===== config.mk =====
export PLATFORM = sky130hd
export DESIGN_NAME = scan_chain_autocheck
export DESIGN_NICKNAME = d
export VERILOG_FILES = /design/src/rtl/scan_chain_autocheck.sv
export SDC_FILE = /design/constraint.sdc
export NUM_CORES = 1
export LEC_CHECK = 0
export CORE_MARGIN = 2
export CORE_UTILIZATION = 60
export CTS_CLUSTER_DIAMETER = 200
export CTS_CLUSTER_SIZE = 40
export DETAILED_ROUTE_END_ITERATION = 10
export DONT_BUFFER_PORTS = 1
export PLACE_DENSITY = 0.86
export SLEW_MARGIN = 20
export SYNTH_ARGS = -nofsm -noshare
export SYNTH_HDL_FRONTEND = slang
export SYNTH_SLANG_ARGS = --single-unit

===== constraint.sdc =====
create_clock -name op_clk -period 2.9 [get_ports op_clk]
set_clock_uncertainty 0.1 [all_clocks]
set_input_delay 0.29 -clock op_clk [delete_from_list [all_inputs] [get_ports op_clk]]
set_output_delay 0.29 -clock op_clk [all_outputs]
set_load 0.005 [all_outputs]

===== src/rtl/scan_chain_autocheck.sv =====
// Scan-chain self-test engine: drives a pattern into every chain head, waits out the
// chain length, compares each tail against the delayed pattern and reports results.
module scan_chain_autocheck #(
  parameter int unsigned NUM_CHAINS = 1,
  parameter int unsigned CHAIN_LEN  = 8,
  parameter int unsigned CHECK_LEN  = 4,
  parameter int unsigned ERR_W      = 8
) (
  input  logic                        op_clk,
  input  logic                        greset,
  input  logic                        start,
  input  logic                        abort,
  input  logic [1:0]                  mode,
  input  logic [NUM_CHAINS-1:0]       sc_tail,
  output logic [NUM_CHAINS-1:0]       sc_head,
  output logic                        test_en,
  output logic                        busy,
  output logic                        done,
  output logic                        pass,
  output logic [NUM_CHAINS-1:0]       fail_mask,
  output logic [NUM_CHAINS*ERR_W-1:0] err_count
);

  localparam int unsigned IdxW    = $clog2(CHAIN_LEN + CHECK_LEN + 1);
  // Index of the settle cycle that follows the last compare; the chain is still clocked
  // so the final tail sample lands before DONE computes the verdict.
  localparam int unsigned LastIdx = CHAIN_LEN + CHECK_LEN;

  typedef enum logic [1:0] {StIdle, StRun, StCheck, StDone} state_e;

  state_e                  state_q, state_d;
  logic [IdxW-1:0]         idx_q, idx_d;
  logic [1:0]              mode_q, mode_d;
  logic [NUM_CHAINS-1:0]   head_q, head_d;
  logic                    test_en_q, test_en_d;
  logic                    busy_q, busy_d;
  logic                    done_q, done_d;
  logic                    pass_q, pass_d;
  logic [NUM_CHAINS-1:0]   fail_q, fail_d;
  logic [ERR_W-1:0]        err_q [NUM_CHAINS];
  logic [ERR_W-1:0]        err_d [NUM_CHAINS];
  logic                    exp_bit;

  // Pattern bit for stream index i; reserved mode 3 falls back to pulse.
  function automatic logic pat(input logic [1:0] m, input logic [IdxW-1:0] i);
    logic r;
    case (m)
      2'd1:    r = ~i[0];
      2'd2:    r = (i < IdxW'(CHECK_LEN));
      default: r = (i == '0);
    endcase
    return r;
  endfunction

  // Expected tail bit for the current CHECK index.
  always_comb begin
    exp_bit = pat(mode_q, idx_q - IdxW'(CHAIN_LEN));
  end

  // Next-state, counter and registered-output logic.
  always_comb begin
    state_d   = state_q;
    idx_d     = idx_q;
    mode_d    = mode_q;
    head_d    = head_q;
    test_en_d = test_en_q;
    busy_d    = busy_q;
    done_d    = 1'b0;
    pass_d    = pass_q;
    fail_d    = fail_q;
    for (int unsigned c = 0; c < NUM_CHAINS; c++) begin
      err_d[c] = err_q[c];
    end

    unique case (state_q)
      StIdle: begin
        if (start && !abort) begin
          state_d   = StRun;
          mode_d    = mode;
          idx_d     = '0;
          head_d    = {NUM_CHAINS{pat(mode, '0)}};
          test_en_d = 1'b1;
          busy_d    = 1'b1;
          pass_d    = 1'b0;
          fail_d    = '0;
          for (int unsigned c = 0; c < NUM_CHAINS; c++) begin
            err_d[c] = '0;
          end
        end
      end
      StRun: begin
        idx_d  = idx_q + 1'b1;
        head_d = {NUM_CHAINS{pat(mode_q, idx_q + 1'b1)}};
        if (idx_q == IdxW'(CHAIN_LEN - 1)) begin
          state_d = StCheck;
        end
      end
      StCheck: begin
        if (idx_q == IdxW'(LastIdx)) begin
          state_d   = StDone;
          head_d    = '0;
          test_en_d = 1'b0;
          done_d    = 1'b1;
          pass_d    = ~|fail_q;
        end else begin
          idx_d  = idx_q + 1'b1;
          head_d = {NUM_CHAINS{pat(mode_q, idx_q + 1'b1)}};
          for (int unsigned c = 0; c < NUM_CHAINS; c++) begin
            if (sc_tail[c] != exp_bit) begin
              fail_d[c] = 1'b1;
              if (err_q[c] != {ERR_W{1'b1}}) begin
                err_d[c] = err_q[c] + ERR_W'(1);
              end
            end
          end
        end
      end
      StDone: begin
        state_d = StIdle;
        busy_d  = 1'b0;
      end
      default: state_d = StIdle;
    endcase

    // Abort wins over every transition of a running test; counters keep partial values.
    if (abort && (state_q != StIdle)) begin
      state_d   = StIdle;
      head_d    = '0;
      test_en_d = 1'b0;
      busy_d    = 1'b0;
      done_d    = 1'b0;
      pass_d    = 1'b0;
    end
  end

  // State and output registers.
  always_ff @(posedge op_clk or posedge greset) begin
    if (greset) begin
      state_q   <= StIdle;
      idx_q     <= '0;
      mode_q    <= 2'd0;
      head_q    <= '0;
      test_en_q <= 1'b0;
      busy_q    <= 1'b0;
      done_q    <= 1'b0;
      pass_q    <= 1'b0;
      fail_q    <= '0;
      for (int unsigned c = 0; c < NUM_CHAINS; c++) begin
        err_q[c] <= '0;
      end
    end else begin
      state_q   <= state_d;
      idx_q     <= idx_d;
      mode_q    <= mode_d;
      head_q    <= head_d;
      test_en_q <= test_en_d;
      busy_q    <= busy_d;
      done_q    <= done_d;
      pass_q    <= pass_d;
      fail_q    <= fail_d;
      for (int unsigned c = 0; c < NUM_CHAINS; c++) begin
        err_q[c] <= err_d[c];
      end
    end
  end

  // Flatten per-chain counters onto the output bus.
  always_comb begin
    err_count = '0;
    for (int unsigned c = 0; c < NUM_CHAINS; c++) begin
      err_count[c*ERR_W +: ERR_W] = err_q[c];
    end
  end

  assign sc_head   = head_q;
  assign test_en   = test_en_q;
  assign busy      = busy_q;
  assign done      = done_q;
  assign pass      = pass_q;
  assign fail_mask = fail_q;

endmodule


==> results.json <==
{
  "period_needed_ns": 2.63,
  "cts_setup_buffers": 0,
  "ys_async_sr_fraction": 1.00,
  "synth.mux.area_fraction": 0.0584,
  "path_cells": "inv_1, ha_1, nand3_1, nor2_1, or4_4, or4_1, a21oi_1",
  "clock_sinks": 22,
  "via_per_inst": 6.09,
  "rsz0062_at_grt": "false",
  "routabilityCongestion": 0.924,
  "synthAdderAreaFrac": 0.0859,
  "netlist_instances": 164,
  "ys_ff_latch": 22,
  "final_cells": 194,
  "grt_pass1_vias": 1113,
  "grt_pass1_wl_um": 5010,
  "startpoint_type": "flip-flop",
  "root_buffer": "clkbuf_4",
  "synth_seq_area_share": 0.378,
  "vias": 1181,
  "leakage_nw": 0.675,
  "critPathCaptureType": "flip-flop",
  "preCtsSetupSlack_ns": 0.305,
  "drive_gt1_frac": 0.0783,
  "dieArea_sq_um": 2840,
  "yosysUniqueCellTypes": 42,
  "relSlewSlack": 0.445,
  "holdBufCountCts": 2,
  "synth-xor-area-share": 0.00601,
  "synth_ff_type": "dfrtp_1",
  "fin_setup_tns_ns": 0,
  "slowest_delay_ns": 0.61,
  "synth_edf_count": 0,
  "hold_class": "in -> reg",
  "synth_top_cells_by_count": "22 x dfrtp_1, 20 x nand2_1, 11 x inv_1, 11 x o21ai_0",
  "grt_max_degree": 23,
  "dp_hpwl_um": 2190,
  "status": "complete, no violations",
  "slowest_stage": "or4_4",
  "maxCapViolations": 0,
  "path_clk_slew_ns": 0.13,
  "wire_per_inst_um": 15.6,
  "report.final.slew_viol_count": 0,
  "setup_viol": 0,
  "required_ns": 3.05,
  "detail-route-antenna-nets": 0,
  "cts_buffers": 3,
  "max-vdd-ir-drop_mv": 0.757,
  "drtIter0Drc": 42,
  "yosysMostFrequentCell": "dfrtp_1",
  "synth-compound-area-share": 0.135,
  "regToRegSetupSlack_ns": 0.27,
  "yosysTopAreaCell": "dfrtp_1",
  "totalWireLength_um": 3020,
  "boundaryPins": 21,
  "ys.warnings.count": 0,
  "grt_use_total": 0.249,
  "synthTopCellsByArea": "dfrtp_1 38%, ha_1 8.6%, nand2_1 5.2%",
  "critical_path.max_fanout": 12,
  "die_y_um": 53.3,
  "io_buffers": 0,
  "powerDensity_nw_per_um2": 904,
  "syn_to_final_growth_pct": 4.98,
  "cts_buffer_depth": 2,
  "hold_violations": 0,
  "synth_top_family_by_area": "simple AND/OR/NAND/NOR gates",
  "fp.dieW_um": 53.3,
  "synth_area_sq_um": 1460,
  "max_freq_ghz": 0.380,
  "synth_top_area_frac": 0.378,
  "insertion_delay_ns": 0.32,
  "worstMarginPinSlew_ns": 0.832,
  "syn-num-nets": 181,
  "drt_pass1_iterations": 4,
  "drc": 0,
  "cp_data_arrival_time_ns": 2.78,
  "yosys.area_share.simple": 0.277,
  "critPathKind": "reg -> reg",
  "cts_tree": "built",
  "htree_levels": 1,
  "antenna_cells": 0,
  "antenna_found_initial": 0,
  "cts_resized": 0,
  "rows": 17,
  "grt_overflow": 0,
  "layout_setup_ws_ns": 0.271,
  "fin_nets": 184,
  "syn_avg_cell_area_sq_um": 8.88,
  "core_area_sq_um": 2250,
  "start_util": 0.646,
  "dp_cells": 186,
  "post-route-period-util": 0.907
}
## cells in the final DEF (no fill, tap or decap), drive strengths merged, types with 4 or more instances in the layout
cell / instances
dfrtp: 22
nand2: 20
inv: 11
o21ai: 11
nand3: 10
ha: 10
a21oi: 9
nand2b: 8
nor2: 7
nor3: 7
nor2b: 5
o31ai: 5
mux2i: 4
dlygate4sd3: 4
mux2: 4
clkbuf: 4
## where the power goes
group / switching (mW) / leakage, nW / internal (mW)
clock network: 0.102 / 0.0210 / 0.0769
logic: 0.410 / 0.363 / 0.272
registers: 0.118 / 0.291 / 0.403
## critical path, delay by kind of cell (launching register included)
| family | cells | cell delay (ns) |
|---|---|---|
| adder cells (fa/ha/maj) | 1 | 0.22 |
| flip-flops | 1 | 0.46 |
| buffers and inverters | 1 | 0.12 |
| AND/OR/NAND/NOR | 4 | 1.47 |
| AO/OA/AOI/OAI | 1 | 0.19 |
## final timing paths
kind | start | endpoint | depth (start not counted)
max reg2reg | idx_q[0] | err_count[2] | 7
min in group asynchronous | greset | err_count[7] | 2
min | start | busy | 2
max | idx_q[0] | err_count[2] | 7
max in group asynchronous | greset | state_q[1] | 2
min reg2reg | busy | busy | 2
## kinds of logic after synthesis
kind of cell / Yosys count
AOI/OAI and AO/OA: 32
xor gates and xnor gates: 1
adders and majority gates: 10
buffers and inverters: 18
DFF: 22
muxes: 8
and+or+nand+nor: 73
## flip-flops by register name (all words and copies together), names as in the netlist
signal     count
mode_q         2
busy           1
test_en        1
state_q        2
pass           1
sc_head        1
err_count      8
idx_q          4
fail_mask      1
done           1
## layer usage
metal / global-route usage / vias to the layer above / share of wire
met3: 0.0621 / 6 / 0.039
li1: - / 582 / -
met4: 0.0897 / 0 / 0.021
met5: 0 / - / 0
met1: 0.293 / 569 / 0.43
met2: 0.432 / 24 / 0.51
## cell type report
class | instances | area (sq um)
fillers | 187 | 726
well taps | 28 | 35.0
flip-flops and latches | 22 | 551
inverters | 11 | 41.3
repair buffers | 5 | 47.5
clock buffers | 4 | 36.3
multi-input cells | 124 | 818
## through the flow
step                hold WS [ns]   util  area (sq um)  total power [mW]
floorplan                  0.179      -          1460              1.06
global placement           0.279  0.644          1450              1.14
detailed placement         0.294  0.644          1450              1.18
CTS                      0.00870  0.669          1510              1.37
global route              0.0895  0.678          1530              1.50
finish                    0.0896  0.678          1530              1.38
(Power assumes the default switching activity.)
